[src/rtl/control_sequencer.sv]
// control_sequencer: fetch/decode/execute FSM for the 4-bit microcontroller.
// It drives the one-hot control bus that the datapath registers, the PC and the ALU load from.
// Each instruction takes three cycles: FETCH (latch IR), INC (bump PC) and EXEC (decoded op).
//
// Ports:
//   clk          system clock, rising edge
//   reset_n      asynchronous active-low reset
//   start        level; leaves IDLE/HALT when high
//   single_step  1 = return to IDLE after each instruction
//   instr        program memory word addressed by the external PC
//   zero_flag    ALU zero flag (registered externally)
//   carry_flag   ALU carry flag (registered externally)
//   control      registered one-hot control word (all-zero = no-op)
//   imm          IR immediate field
//   busy         high in FETCH/INC/EXEC
//   halted       high in HALT
module control_sequencer #(
  parameter int unsigned INSTR_W  = 8,
  parameter int unsigned DATA_W   = 4,
  parameter bit          AUTO_RUN = 1'b0
) (
  input  logic               clk,
  input  logic               reset_n,
  input  logic               start,
  input  logic               single_step,
  input  logic [INSTR_W-1:0] instr,
  input  logic               zero_flag,
  input  logic               carry_flag,
  output logic [15:0]        control,
  output logic [DATA_W-1:0]  imm,
  output logic               busy,
  output logic               halted
);

  // Control bus bit positions
  localparam int unsigned CtlIrLd   = 0;
  localparam int unsigned CtlPcInc  = 1;
  localparam int unsigned CtlPcLd   = 2;
  localparam int unsigned CtlALd    = 3;
  localparam int unsigned CtlBLd    = 4;
  localparam int unsigned CtlAdd    = 5;
  localparam int unsigned CtlSub    = 6;
  localparam int unsigned CtlAnd    = 7;
  localparam int unsigned CtlOr     = 8;
  localparam int unsigned CtlXor    = 9;
  localparam int unsigned CtlOutLd  = 10;
  localparam int unsigned CtlFlgClr = 11;
  localparam int unsigned CtlHalt   = 15;

  localparam logic [3:0] OpHlt = 4'hF;

  typedef enum logic [2:0] {StIdle, StFetch, StInc, StExec, StHalt} state_e;

  state_e             state_q, state_d;
  logic [15:0]        control_q, control_d;
  logic [INSTR_W-1:0] ir_q;
  logic               auto_q, auto_d;
  logic [3:0]         opcode;
  logic [15:0]        exec_ctl;

  assign opcode = ir_q[INSTR_W-1 -: 4];

  // EXEC control word. Decoded while in INC, so the flags seen here are the
  // values at the end of INC.
  always_comb begin
    exec_ctl = '0;
    case (opcode)
      4'h1:    exec_ctl[CtlALd]    = 1'b1;
      4'h2:    exec_ctl[CtlBLd]    = 1'b1;
      4'h3:    exec_ctl[CtlAdd]    = 1'b1;
      4'h4:    exec_ctl[CtlSub]    = 1'b1;
      4'h5:    exec_ctl[CtlAnd]    = 1'b1;
      4'h6:    exec_ctl[CtlOr]     = 1'b1;
      4'h7:    exec_ctl[CtlXor]    = 1'b1;
      4'h8:    exec_ctl[CtlOutLd]  = 1'b1;
      4'h9:    exec_ctl[CtlPcLd]   = 1'b1;
      4'hA:    exec_ctl[CtlPcLd]   = zero_flag;
      4'hB:    exec_ctl[CtlPcLd]   = carry_flag;
      4'hC:    exec_ctl[CtlFlgClr] = 1'b1;
      default: exec_ctl            = '0; // NOP, reserved D/E, HLT
    endcase
  end

  always_comb begin
    state_d   = state_q;
    auto_d    = auto_q;
    control_d = '0;

    case (state_q)
      StIdle: begin
        // auto_q only survives until the first exit from IDLE after reset
        if (start || auto_q) begin
          state_d = StFetch;
          auto_d  = 1'b0;
        end
      end
      StFetch: state_d = StInc;
      StInc:   state_d = StExec;
      StExec: begin
        if (opcode == OpHlt) begin
          state_d = StHalt;
        end else if (single_step) begin
          state_d = StIdle;
        end else begin
          state_d = StFetch;
        end
      end
      StHalt: begin
        if (start) begin
          state_d = StFetch;
        end
      end
      default: state_d = StIdle;
    endcase

    // control is registered against the state being entered
    case (state_d)
      StFetch: control_d[CtlIrLd]  = 1'b1;
      StInc:   control_d[CtlPcInc] = 1'b1;
      StExec:  control_d           = exec_ctl;
      StHalt:  control_d[CtlHalt]  = 1'b1;
      default: control_d           = '0;
    endcase
  end

  always_ff @(posedge clk or negedge reset_n) begin
    if (!reset_n) begin
      state_q   <= StIdle;
      control_q <= '0;
      ir_q      <= '0;
      auto_q    <= AUTO_RUN;
    end else begin
      state_q   <= state_d;
      control_q <= control_d;
      auto_q    <= auto_d;
      if (state_q == StFetch) begin
        ir_q <= instr;
      end
    end
  end

  assign control = control_q;
  assign imm     = ir_q[DATA_W-1:0];
  assign busy    = (state_q == StFetch) || (state_q == StInc) || (state_q == StExec);
  assign halted  = (state_q == StHalt);

endmodule

[config.mk]
export PLATFORM = sky130hd
export DESIGN_NAME = control_sequencer
export DESIGN_NICKNAME = d
export VERILOG_FILES = /design/src/rtl/control_sequencer.sv
export SDC_FILE = /design/constraint.sdc
export NUM_CORES = 1
export LEC_CHECK = 0
export ABC_AREA = 1
export CAP_MARGIN = 30
export CORE_MARGIN = 4
export CORE_UTILIZATION = 43
export DETAILED_ROUTE_END_ITERATION = 6
export PLACE_DENSITY = 0.85
export SLEW_MARGIN = 20
export SYNTH_ARGS = -nofsm -noshare
export SYNTH_HDL_FRONTEND = slang
export SYNTH_SLANG_ARGS = --single-unit
[constraint.sdc]
create_clock -name clk -period 1.09 [get_ports clk]
set_clock_uncertainty 0.05 [all_clocks]
set_input_delay 0.218 -clock clk [delete_from_list [all_inputs] [get_ports clk]]
set_output_delay 0.218 -clock clk [all_outputs]
set_load 0.01 [all_outputs]
# Word-level counts from Yosys, hierarchy flattened
# Cells that the tools add are included.
dict set report word_totals {
  register_bits 27
  in_bits 14
  output_inout_bits 22
  elab_cells 46
}
dict set report classes {
  eq_ne 21
  n_mux 18
  reduce_logical 4
}
# operator n
set ops {}
lappend ops {{equality test 4 bit (second input constant)} 6}
lappend ops {{equality test 4 x 3 -> 1 bit (second input constant)} 4}
lappend ops {{2-to-1 mux 1 bit} 13}
lappend ops {{equality test 3 x 2 -> 1 bit (second input constant)} 4}
lappend ops {{one-hot mux 3 bit (4 select lines)} 1}
lappend ops {{2-to-1 mux 10 bit} 1}
lappend ops {{equality test 4 x 2 -> 1 bit (second input constant)} 2}
lappend ops {{equality test 3 x 1 -> 1 bit (second input constant)} 2}
lappend ops {{equality test 3 bit (second input constant)} 2}
lappend ops {{2-to-1 mux 3 bit} 2}
lappend ops {{equality test 4 x 1 -> 1 bit (second input constant)} 1}
lappend ops {{logical NOT 3 bit} 1}
lappend ops {{one-hot mux 1 bit (3 select lines)} 1}
lappend ops {{logical OR 1 bit} 2}
lappend ops {{OR reduction 2 bit} 1}

# Logic depth before layout (Yosys ltp)
dict set report depth {
  word_depth 5
  mapped_depth 5
  ltp_nobuf 5
}

# Least setup slack after synthesis
# OpenSTA, ideal clock, no wires.
dict set report synth_path {
  path_kind {flip-flop to output port}
  start {register state_q[0]}
  end {output halted}
  arrival_ps 844
  required_time_ps 822
  path_slack_ps -22
  stages_incl_launch_ff 4
  path_buffers 0
  path_cell_list {dfrtp_1 > nor2_1 > inv_1 > nor2_1}
}
dict set report synth_between {
  elab_chain_len 1
}
# element line
set synth_lines {}
lappend synth_lines {{from (decl)} 54} ;# state_e state_q, state_d;
lappend synth_lines {{from (signal assigned)} 128} ;# state_q <= StIdle;
lappend synth_lines {{from (signal assigned)} 133} ;# state_q <= state_d;
lappend synth_lines {{equality test 3 bit} 145} ;# assign halted = (state_q == StHalt);
lappend synth_lines {{to (decl)} 32} ;# output logic halted
# Every way passes these cells.

# Worst setup path after layout
dict set report layout_path {
  start {register state_q[0]}
  end {output busy}
}
dict set report layout_between {
  elab_chain_len 3
  word_cells_on_any_way 5
  classes_between {eq/ne: 3; reduce/logical: 2}
}
# element line
set layout_lines {}
lappend layout_lines {{equality test 3 x 1 -> 1 bit / equality test 3 x 2 -> 1 bit (equally long branches)} 144} ;# assign busy = (state_q == StFetch) || (state_q == StInc) || (state_q == StExec);
lappend layout_lines {{logical OR 1 bit} 144}
lappend layout_lines {{logical OR 1 bit *} 144}
lappend layout_lines {{to (decl)} 31} ;# output logic busy,
# Mark *: on every way between the ends. The rest lies on a longest branch, timed or not.

==> flow_summary.yaml <==
clock_network:
  numCtsBuffers: 3
  cts_buffer_depth: 2
  cts_root_buf: "clkbuf_4"
  tritoncts: "built"
  path_clk_slew_ps: 130
  postCtsHoldBufs: 0
  cts_sinks: 24
  worstSkewPairLatency_ps: 310
  htreeDepth: 1
critical_path:
  r2r-end: "state_q[2]$_DFF_PN0_"
  endpoint_kind: "output pin"
  startpoint_type: "flop"
  worst-endpoint-arrival_ps: 1130
  path_class: "reg -> out"
  r2r_start: "state_q[1]$_DFF_PN0_"
  r2r_slack_ps: -30
  reg2reg_depth: 5
  cp_data_required_time_ps: 820
  worstPathMaxFanout: 2
yosys:
  synth_compound_area_share_pct: 2.239
  synthAdderAreaFrac_pct: 0
  synthXorXnorAreaFrac_pct: 0
  yosys.area.top_type: "dfrtp_1"
  synth.distinct_cells: 16
  synth.area.mux_share_pct: 0
  netlist_top_cells_area: "dfrtp_1, nand2_1, buf_4"
  synth_area_um2: 1006
  synth_top_area_share_pct: 59.70
  synthCells: 110
  ys_seq_elements: 24
  syn_area_per_cell_um2: 9.145
  synth_top_family_by_area: "simple AND/OR/NAND/NOR gates"
  synth_warnings: 0
  yosys.area_share.simple_pct: 27.49
  ys_seq_area_share_pct: 59.70
finish:
  drive_above_1_share_pct: 40.91
  final_net_count: 170
  final_cells: 182
  fin_util_pct: 68.10
  diodes: 0
  syn_to_final_growth_pct: 49.75
place:
  place_congestion: 0.7931
  place_inst: 172
  port_buffers: 32
  hpwlAfterDp_mm: 1.510
power_and_ir_drop:
  p_leak_uw: 0.0007912
  switching_share_pct: 43.15
  pwr-share-comb_pct: 53.5
  p_per_area_nw_per_um2: 2461
  intPower_uw: 2107
  power_switching_uw: 1599
  ir_drop_v: 0.001355
  clockPowerShare_pct: 10.2
  power_uw: 3707
  pwr-share-seq_pct: 36.2
timing:
  rsz0062_at_grt: "true"
  fmax_mhz: 714.5
  tns_ps: -927.4
  fin_crit_ps: 1400
  post-route-period-util_pct: 128.4
  slew_violations: 0
  timing.hold.ws_ps: 186.5
  setup_viol: 19
  hold_viol: 0
  setup_ws_ps: -309.5
die:
  core-area_um2: 2212
  dieArea_um2: 3177
  io_pins: 36
  row_count: 17
  die_x_um: 56.37
  die_h_um: 56.37
  start_util_pct: 45.48
global_route:
  grt_pass1_wl_mm: 3.739
  grt_pass1_vias: 863
  grt_max_degree: 25
  grt_overflow: 0
  antenna_found_initial: 0
  grt.total_usage_pct: 14.93
min_path:
  min_path_type: "in -> async"
routing:
  via_count: 870
  routedWlPerCell_um: 13.68
  drt_iter0_markers: 20
  ant_nets: 0
  drc: 0
  firstDrtPassIters: 4
  drt_wl_total_mm: 2.489
  via_per_inst: 4.780
run_status:
  outcome: "finished, violations left"
  violations: "negative setup slack"
flow_run:
  cap_violations: 0
## through the flow
stage	setup WS (ps)	cell area [µm²]
6_report	-309.5	1506
5_1_grt	-364.5	1506
4_1_cts	-307.9	1379
3_5_place_dp	-389.3	1384
3_3_place_gp	-336.6	1384
2_1_floorplan	14.11	1016
## power groups by stage
| stage | Clock, µW | Sequential [µW] | Combinational (µW) |
|---|---|---|---|
| global placement | 0 | 1310 | 1470 |
| global route | 425 | 1370 | 2170 |
| finish | 380 | 1340 | 1980 |
| floorplan | 0 | 1370 | 867 |
| detailed placement | 0 | 1330 | 1530 |
| CTS | 374 | 1310 | 1550 |
## what timing repair did
action / 4_1_cts / 5_1_grt
pin swaps: 6 / 7
buffers inserted: 3 / 4
setup endpoints to repair: 37 / 40
gates cloned: 3 / 0
resized for setup: 84 / 25
## kinds of logic after synthesis
kind of cell | Yosys count
compound gates | 3
flops | 24
buf+inv | 19
other cells | 1
simple gates | 63
## synthesized netlist by cell type
| master | number |
|---|---|
| conb_1 | 1 |
| nor3_1 | 8 |
| inv_6 | 1 |
| nand3_4 | 1 |
| o21ai_0 | 1 |
| inv_2 | 3 |
| inv_1 | 8 |
| dfrtp_1 | 24 |
| nand2_1 | 40 |
| nand3_1 | 2 |
| nor2_1 | 9 |
| or2_4 | 1 |
| nand3_2 | 1 |
| or2_1 | 1 |
| o21ai_2 | 2 |
| buf_4 | 7 |
## state kept, by name, summed over array words and instances, names as in the netlist
name	flops
control	13
state_q	3
ir_q	8
## routing by layer
metal  share of wire, %  track usage, %  vias to the layer above
met5                  0               0                        -
met4                1.4           7.797                        0
met3                7.8           5.057                        4
met2                 54           24.37                       35
met1                 37           17.26                      417
li1                   -               -                      414
## worst max-delay path, stage by stage (launching register included)
cell     delay [ps]
dfrtp_1         410
nor2_2          130
buf_4           120
nor2_1           30
buf_2           140
## final cells by class
class	instances	area [µm²]
fill	171	705.7
sequential	24	600.6
multi-input combinational	71	435.4
timing repair buffer	43	349.1
inverter	12	57.56
tap	28	35.03
clock buffer	3	22.52
timing repair inverter	1	6.256
## layout by cell type (no fill, tap or decap), types with 2 or more instances in the layout
cell	synthesis	routed
buf_2	0	15
buf_4	7	9
buf_6	0	5
clkbuf_4	0	3
clkdlybuf4s50_1	0	13
conb_1	1	3
dfrtp_1	24	24
inv_1	8	8
inv_4	0	2
nand2_1	40	36
nand2_2	0	3
nand3_2	1	2
nand3_4	1	4
nor2_1	9	5
nor2_2	0	2
nor2_4	0	2
nor3_2	0	7
o21ai_2	2	2
or2_4	1	2
## how the worst max path moves through the flow
stage	from	to	slack, ps	cells after the start
floorplan	state_q[0]$_DFF_PN0_	halted	10	3
global placement	state_q[1]$_DFF_PN0_	halted	-340	4
detailed placement	state_q[1]$_DFF_PN0_	halted	-390	4
CTS	state_q[0]$_DFF_PN0_	busy	-310	4
global route	state_q[0]$_DFF_PN0_	busy	-360	4
finish	state_q[0]$_DFF_PN0_	busy	-310	4
No activity file was read; power rests on OpenSTA's default activity.
